==> config.mk <==
export PLATFORM = sky130hd
export DESIGN_NAME = fwd_sel_unit
export DESIGN_NICKNAME = d
export VERILOG_FILES = /design/src/rtl/fwd_sel_unit.sv
export SDC_FILE = /design/constraint.sdc
export NUM_CORES = 1
export LEC_CHECK = 0
export CORE_MARGIN = 2
export CORE_UTILIZATION = 39
export DETAILED_ROUTE_END_ITERATION = 8
export HOLD_SLACK_MARGIN = 0.05
export PLACE_DENSITY = 0.87
export SLEW_MARGIN = 10
export SYNTH_ARGS = -nofsm -noshare
export SYNTH_HDL_FRONTEND = slang
export SYNTH_SLANG_ARGS = --single-unit
==> constraint.sdc <==
create_clock -name clk -period 1.93 [get_ports clk]
set_input_delay 0.386 -clock clk [delete_from_list [all_inputs] [get_ports clk]]
set_output_delay 0.386 -clock clk [all_outputs]
set_load 0.01 [all_outputs]
==> src/rtl/fwd_sel_unit.sv <==
// Forwarding-select and load-use stall controller at the ID/EX boundary.
// Optional statistics counters are built only when FWD_STATS_EN is defined.
module fwd_sel_unit #(
    parameter int REG_AW = 5,
    parameter int CNT_W  = 32
) (
    input  logic              clk,
    input  logic              rst,
    input  logic              id_valid,
    input  logic [REG_AW-1:0] id_rs,
    input  logic [REG_AW-1:0] id_rt,
    input  logic              id_use_rs,
    input  logic              id_use_rt,
    input  logic [REG_AW-1:0] id_rd,
    input  logic              id_reg_write,
    input  logic              id_mem_read,
    input  logic              flush,
    output logic [2:0]        sel_a,
    output logic [2:0]        sel_b,
    output logic              stall,
    output logic [CNT_W-1:0]  stall_cnt,
    output logic [CNT_W-1:0]  fwd_cnt
);

    typedef struct packed {
        logic              valid;
        logic [REG_AW-1:0] rd;
        logic              reg_write;
        logic              mem_read;
    } ent_t;

    // Entries 0..2 are EX, MEM, WB. Once a producer leaves WB, the select it
    // earned is already registered, so the post-WB stage needs no tag.
    localparam int NSH = 3;

    ent_t           sh_q [NSH];
    ent_t           sh_d [NSH];
    logic [NSH-1:0] hit_a;
    logic [NSH-1:0] hit_b;
    logic [2:0]     pri_a;
    logic [2:0]     pri_b;
    logic [2:0]     sel_a_q, sel_a_d;
    logic [2:0]     sel_b_q, sel_b_d;
    logic           kill;

    generate
        for (genvar gi = 0; gi < NSH; gi++) begin : g_match
            assign hit_a[gi] = sh_q[gi].valid && sh_q[gi].reg_write && id_use_rs
                               && (id_rs != '0) && (sh_q[gi].rd == id_rs);
            assign hit_b[gi] = sh_q[gi].valid && sh_q[gi].reg_write && id_use_rt
                               && (id_rt != '0) && (sh_q[gi].rd == id_rt);
        end
    endgenerate

    // Lowest set hit bit is the youngest producer; its one-hot position is the code.
    assign pri_a = hit_a & (~hit_a + 3'd1);
    assign pri_b = hit_b & (~hit_b + 3'd1);

    assign stall = id_valid && sh_q[0].mem_read && (hit_a[0] || hit_b[0]);
    assign kill  = flush || stall || !id_valid;

    always_comb begin
        for (int i = 0; i < NSH; i++) begin
            sh_d[i] = '0;
        end
        if (!kill) begin
            sh_d[0].valid     = 1'b1;
            sh_d[0].rd        = id_rd;
            sh_d[0].reg_write = id_reg_write;
            sh_d[0].mem_read  = id_mem_read;
        end
        for (int i = 1; i < NSH; i++) begin
            sh_d[i] = sh_q[i-1];
        end
        sel_a_d = kill ? 3'b000 : pri_a;
        sel_b_d = kill ? 3'b000 : pri_b;
    end

    always_ff @(posedge clk) begin
        if (rst) begin
            for (int i = 0; i < NSH; i++) begin
                sh_q[i] <= '0;
            end
            sel_a_q <= 3'b000;
            sel_b_q <= 3'b000;
        end else begin
            for (int i = 0; i < NSH; i++) begin
                sh_q[i] <= sh_d[i];
            end
            sel_a_q <= sel_a_d;
            sel_b_q <= sel_b_d;
        end
    end

    assign sel_a = sel_a_q;
    assign sel_b = sel_b_q;

`ifdef FWD_STATS_EN
    logic [CNT_W-1:0] stall_cnt_q, stall_cnt_d;
    logic [CNT_W-1:0] fwd_cnt_q, fwd_cnt_d;
    logic [CNT_W:0]   stall_sum;
    logic [CNT_W:0]   fwd_sum;
    logic [1:0]       fwd_ops;

    // One extra sum bit detects wrap; a carry means saturate at all-ones.
    always_comb begin
        fwd_ops     = {1'b0, |sel_a_d} + {1'b0, |sel_b_d};
        stall_sum   = {1'b0, stall_cnt_q} + {{CNT_W{1'b0}}, stall};
        fwd_sum     = {1'b0, fwd_cnt_q} + {{(CNT_W-1){1'b0}}, fwd_ops};
        stall_cnt_d = stall_sum[CNT_W] ? '1 : stall_sum[CNT_W-1:0];
        fwd_cnt_d   = fwd_sum[CNT_W] ? '1 : fwd_sum[CNT_W-1:0];
    end

    always_ff @(posedge clk) begin
        if (rst) begin
            stall_cnt_q <= '0;
            fwd_cnt_q   <= '0;
        end else begin
            stall_cnt_q <= stall_cnt_d;
            fwd_cnt_q   <= fwd_cnt_d;
        end
    end

    assign stall_cnt = stall_cnt_q;
    assign fwd_cnt   = fwd_cnt_q;
`else
    assign stall_cnt = '0;
    assign fwd_cnt   = '0;
`endif

endmodule

==> reports/qor.txt, run 1 <==
Status -> finished with violations
Violated checks -> setup timing
Clk_lat worst skew -> 0.27 ns
Hold Fails Final Rpt -> 0
Final Worst Setup Slack -> -0.0585 ns
Fill cells -> 384
Switch Pwr -> 0.294 mW
Total GRT Usage -> 11.9%
Drt pass-1 iters -> 4
Final setup viols -> 1
Net Sw Frac -> 23.5%
Count of final max-slew check failures -> 0
Clk pin slew, worst setup/hold paths -> 0.09 ns
Post-Syn Area per Cell -> 9.03 um2
Total number of vias -> 1148
Syn Std Cell Area -> 0.00169 mm2
Critical path data arrival time -> 1.60 ns
Min Clock Period, post-route -> 1.99 ns
Chip height -> 69.8 um
Vias in the first global route -> 972
Largest net degree at the start of global routing -> 17
Clock sink count -> 28
CTS Buf Count -> 3
P_leak -> 0.889 nW
Core area -> 0.00409 mm2
Detailed Route WL -> 3060 um
Fmax -> 503 MHz
Crit path required time -> 1.54 ns
Final HPWL DP -> 2460 um
P per Cell Area -> 611 mW/mm2
Initial antenna violation count -> 0
Seq pwr share -> 47.7%
Avg Vias per Cell -> 3.97
Gate Count Post-Synth -> 187
Crit share post-route -> 103%
VDD IR max -> 296 uV
RePlAce Congestion -> 0.838
Internal -> 0.954 mW
Die area -> 0.00487 mm2
Initial Util -> 41.3%
Post-synthesis sequential area ratio -> 33.2%
N_diodes -> 0
Iteration-0 DRC Markers -> 43
Worst setup EP type -> primary output
Setup Crit Path Kind -> in2out
Ys Warns -> 0
IO Count -> 94
Cell row count -> 23
Fin Setup TNS -> -0.0585 ns
Global-route wire length before repair -> 4600 um
Port Buffer Count -> 29
Worst Path Max Fanout -> 2
Clk buf depth -> 2
DRC -> 0
Worst hold path type -> reg2reg
Flops & latches, synth -> 28
Clock Root Buffer -> clkbuf_8
Htree depth -> 1
Worst-case clock skew -> 0.00143 ns
Logic pwr share -> 16.5%
Routed Antenna Nets -> 0
CTS tree -> yes
Distinct cell type count after synthesis -> 18
Layout cell share with drive strength beyond 1 -> 21.8%
Cts hold-fix bufs -> 0
Grt total ovfl -> 0
Final Net Count -> 263
Max-Cap Viols -> 0
Unrepaired setup endpoints after global routing -> true
Area grow syn2layout -> 20.9%
Startpoint types -> input port
Per-cell routed wire length -> 10.6 um
PnR Total Power -> 1.25 mW
Clk pwr share -> 35.8%
Die width -> 69.8 um
[registers in the layout (all words and copies together), names as in the netlist]
| register | cells |
|---|---|
| sel_b | 3 |
| sel_a | 3 |
| sh_q | 22 |
[cells by family after synthesis]
group / count (synthesis) / synth area share (%)
buf+inv: 65 / 28.7
simple gates: 58 / 19.3
xor+xnor: 30 / 15.6
flops: 28 / 33.2
compound gates: 5 / 3.04
other cells: 1 / 0.222
[area by class of cell]
cell class	count	area [um2]	area share (%)
Multi-Input combinational cell	157	911	44.6
Clock buffer	3	41.3	2.02
Sequential cell	28	569	27.9
Clock inverter	1	30.0	1.47
Tap cell	50	62.6	3.06
Timing Repair Buffer	50	428	21.0
[cells in the mapped netlist (all sizes together)]
| cell | instances | area share (%) |
|---|---|---|
| nor2b | 14 | 5.2 |
| o21ai | 4 | 2.1 |
| nor4 | 2 | 0.74 |
| nand3 | 3 | 0.89 |
| xnor2 | 22 | 11 |
| nor2 | 11 | 2.4 |
| dfxtp | 28 | 33 |
| a21oi | 1 | 0.96 |
| xor2 | 8 | 4.1 |
| conb | 1 | 0.22 |
| or4 | 4 | 1.8 |
| nor3 | 4 | 1.2 |
| nand2 | 11 | 2.4 |
| buf | 64 | 28 |
| or3 | 2 | 1.3 |
| clkbuf | 1 | 0.22 |
| nor3b | 1 | 1.1 |
| nand4 | 6 | 2.2 |
[layer usage]
metal / GRT usage, % / routed length [um] / vias to the layer above
met5: 0 / 0 / -
met4: 1.92 / 23 / 0
met3: 3.20 / 236 / 6
met2: 20.7 / 1520 / 60
met1: 14.7 / 1290 / 505
li1: - / - / 577
[cell usage in the layout (no fill, tap or decap), types with 6 or more instances in the layout]
| cell | n |
|---|---|
| buf_4 | 21 |
| clkdlybuf4s50_1 | 18 |
| conb_1 | 64 |
| dfxtp_1 | 23 |
| nand2_1 | 11 |
| nand4_1 | 6 |
| nor2_1 | 11 |
| nor2b_1 | 14 |
| xnor2_1 | 19 |
| xor2_1 | 8 |
[repair_timing]
| item | in CTS | in global routing |
|---|---|---|
| setup endpoints to repair | 2 | 1 |
| pin swaps | 13 | 1 |
| buffers inserted | 2 | 0 |
| gates resized for setup | 43 | 5 |
| endpoints found under the hold margin | 0 | 0 |
[worst max-delay path, stage by stage]
cell,delay (ns)
clkdlybuf4s50_1,0.51
o21ai_2,0.08
or3_4,0.35
a21oi_4,0.15
buf_6,0.12
[worst paths after layout]
kind	from	endpoint	slack, ns	depth (start not counted)
worst min register to register	sh_q[0][15]	sh_q[0][23]	0.47	1
worst max register to register	sh_q[0][6]	sel_b[1]	0.30	7
worst max-delay path	id_use_rs	stall	-0.06	5
worst min-delay path	sh_q[0][15]	sh_q[0][23]	0.47	1
[power by group through the flow]
stage	Clock, mW	Sequential, mW	Combinational, mW
2_1_floorplan	0	0.605	0.203
3_5_place_dp	0	0.608	0.202
4_1_cts	0.456	0.595	0.200
5_1_grt	0.486	0.596	0.223
6_report	0.447	0.594	0.206
3_3_place_gp	0	0.607	0.200
[through the flow]
step           worst slack, ns  hold slack [ns]  instances  area [um2]  utilization, %
2_1_floorplan            0.224            0.438        250        1930               -
4_1_cts                -0.0546            0.477        289        2020            49.5
5_1_grt                 -0.115            0.487        289        2040            50.0
3_5_place_dp            -0.757            0.458        283        1940            47.4
3_3_place_gp            -0.737            0.446        283        1940            47.4
6_report               -0.0585            0.467        289        2040            50.0
Power figures use the tool's default switching activity.
==> inputs of run 2 (changes only) <==
--- a/config.mk
+++ b/config.mk
@@ -5,11 +5,12 @@
 export SDC_FILE = /design/constraint.sdc
 export NUM_CORES = 1
 export LEC_CHECK = 0
+export ABC_AREA = 1
 export CORE_MARGIN = 2
-export CORE_UTILIZATION = 39
+export CORE_UTILIZATION = 40
 export DETAILED_ROUTE_END_ITERATION = 8
 export HOLD_SLACK_MARGIN = 0.05
-export PLACE_DENSITY = 0.87
+export PLACE_DENSITY = 0.86
 export SLEW_MARGIN = 10
 export SYNTH_ARGS = -nofsm -noshare
 export SYNTH_HDL_FRONTEND = slang
==> run 2 against run 1 <==
Against the previous run: the flow now finishes without violations; die area increased by 6.3%; critical path depth grew 4; synthesized cell count increased by 33%; critical path type unchanged; largest power group unchanged; highest routed layer unchanged.
==> reports/qor.txt, run 2 <==
Status -> complete, no violations
Largest net degree at the start of global routing -> 16
Die area -> 0.00518 mm2
Top_reg_cell synth -> dfxtp_1
Per-cell routed wire length -> 9.41 um
Clk pin slew, worst setup/hold paths -> 0.09 ns
Final HPWL DP -> 2700 um
RePlAce Congestion -> 0.893
Reg2Reg Setup Slack -> 0.43 ns
Fill cells -> 440
DRC -> 0
Worst-case clock skew -> 0.00889 ns
Avg Vias per Cell -> 3.97
Hold Path Sink -> sh_q[0][9]
Vias in the first global route -> 1241
Unrepaired setup endpoints after global routing -> false
Most frequent cells after synthesis -> buf_4 (64), nor2_1 (38), inv_1 (33), dfxtp_1 (28), nand2_1 (27)
Initial antenna violation count -> 0
Cell row count -> 24
Most common cell after layout, fill and taps aside -> conb_1
P per Cell Area -> 551 mW/mm2
P_leak -> 1.01 nW
Global-route wire length before repair -> 5310 um
Clock Root Buffer -> clkbuf_8
Clk buf depth -> 2
Count leader, synth -> buf_4
Reg2reg start -> sh_q[0][2]
Max-Cap Viols -> 0
Startpoint types -> input port
Synth area leaders -> dfxtp_1 (30%), buf_4 (26%), nor2_1 (7.7%)
Commonest non-fill, non-tap cells in the layout -> conb_1 (64), nor2_1 (36), inv_1 (32), dfxtp_1 (28), nand2_1 (26)
Min Clock Period, post-route -> 1.85 ns
Routed Antenna Nets -> 0
Area share of the largest cell type after synthesis -> 30.3%
Grt total ovfl -> 0
Setup Crit Path Kind -> in2out
Port Buffer Count -> 29
IO Count -> 94
Largest register by flop count -> sh_q
Max stage delay on crit path -> 0.30 ns
Reg2reg path depth -> 9
Hold Crit Depth -> 2
Post-Place Setup Slack -> -0.564 ns
Detailed Route WL -> 3270 um
Area grow syn2layout -> 14.1%
Core area -> 0.00441 mm2
Clock sink count -> 28
Flops & latches, synth -> 28
Htree depth -> 1
Critical path data arrival time -> 1.47 ns
Distinct cell type count after synthesis -> 21
VDD IR max -> 338 uV
CTS Buf Count -> 3
Total number of vias -> 1379
Chip height -> 72.0 um
Crit-path most repeated cell -> nand2_2
CTS tree -> yes
Cells along the critical path -> dlygate4sd2_1 -> or2_1 -> nor2_2 -> nor2_1 -> nand2_2 -> nand2_2 -> nand2_2 -> inv_2 -> buf_6
Final Net Count -> 319
Post-synthesis sequential area ratio -> 30.3%
Die width -> 72.0 um
Ys Warns -> 0
N_diodes -> 0
Iteration-0 DRC Markers -> 24
Final Worst Setup Slack -> 0.0753 ns
Total GRT Usage -> 12.9%
Slowest cell on the critical path -> dlygate4sd2_1
Number of synthesized flops with an enable pin -> 0
HP Start -> sh_q[0][1]
Crit share post-route -> 96.1%
Worst Path Max Fanout -> 4
Gate Count Post-Synth -> 249
Drt pass-1 iters -> 4
Clk_lat worst skew -> 0.28 ns
Max FFs per register -> 22
Worst setup EP type -> primary output
Cell taking the most area after synthesis -> dfxtp_1
Hold Fails Final Rpt -> 0
Final setup viols -> 0
PnR Total Power -> 1.16 mW
Crit path required time -> 1.54 ns
Initial Util -> 41.9%
Layout cell share with drive strength beyond 1 -> 12.9%
Async set or reset register ratio after synthesis -> 0%
Syn Std Cell Area -> 0.00185 mm2
R2r endpoint -> sel_b[2]
Post-Syn Area per Cell -> 7.42 um2
Fmax -> 539 MHz
Count of final max-slew check failures -> 0
Worst hold path type -> reg2reg
-- run 2: routing by layer --
metal  GRT usage [%]  part of all wire, %
met5               0                    0
met4            4.40                  1.7
met3            2.64                  7.3
met2            22.3                   49
met1            16.0                   42
-- run 2: report_power, final --
group / leakage [nW] / total, mW / internal, mW / switching, mW
clock: 0.0288 / 0.361 / 0.183 / 0.178
combinational: 0.756 / 0.208 / 0.0810 / 0.127
sequential: 0.227 / 0.594 / 0.586 / 0.00723
-- run 2: how the worst max path moves through the flow --
stage | start | endpoint | slack, ns
2_1_floorplan | id_rs[0] | stall | 0.48
3_3_place_gp | id_rs[1] | stall | -0.52
3_5_place_dp | id_rs[1] | stall | -0.56
4_1_cts | id_use_rs | stall | 0.009
5_1_grt | id_rs[0] | stall | 0.01
6_report | id_rs[1] | stall | 0.08
-- run 2: final cells by class --
class                      instances  area [um2]  share of cell area (%)
tap                               52        65.1                    3.09
timing repair buffer              45         400                    19.0
clock buffer                       4        55.1                    2.61
inverter                          33         124                    5.88
multi-input combinational        185         903                    42.8
sequential                        28         561                    26.6
-- run 2: critical path, delay by kind of cell --
family                 cells  cell delay, ns
AND/OR/NAND/NOR            6            0.64
buffers and inverters      3            0.45
-- run 2: cells by family after synthesis --
family	synth area share, %
AO/OA/AOI/OAI	0.271
XOR/XNOR	10.9
buffers and inverters	34.0
flip-flops	30.3
other	0.203
AND/OR/NAND/NOR	24.3
-- run 2: through the flow --
| step | TNS, ns | std cells | hold slack (ns) | util [%] | instance area [um2] |
|---|---|---|---|---|---|
| 2_1_floorplan | 0 | 312 | 0.403 | - | 2080 |
| 3_3_place_gp | -0.516 | 342 | 0.408 | 46.4 | 2050 |
| 3_5_place_dp | -0.631 | 342 | 0.416 | 46.4 | 2050 |
| 4_1_cts | 0 | 347 | 0.429 | 47.6 | 2100 |
| 5_1_grt | 0 | 347 | 0.443 | 47.8 | 2110 |
| 6_report | 0 | 347 | 0.426 | 47.8 | 2110 |
-- run 2: repair_timing --
item                       in CTS  in global routing
pin swaps                       6                  3
setup endpoints to repair       1                  1
hold endpoints to repair        0                  0
gates resized for setup        19                  2
hold buffers                    0                  0
buffers inserted                1                  0
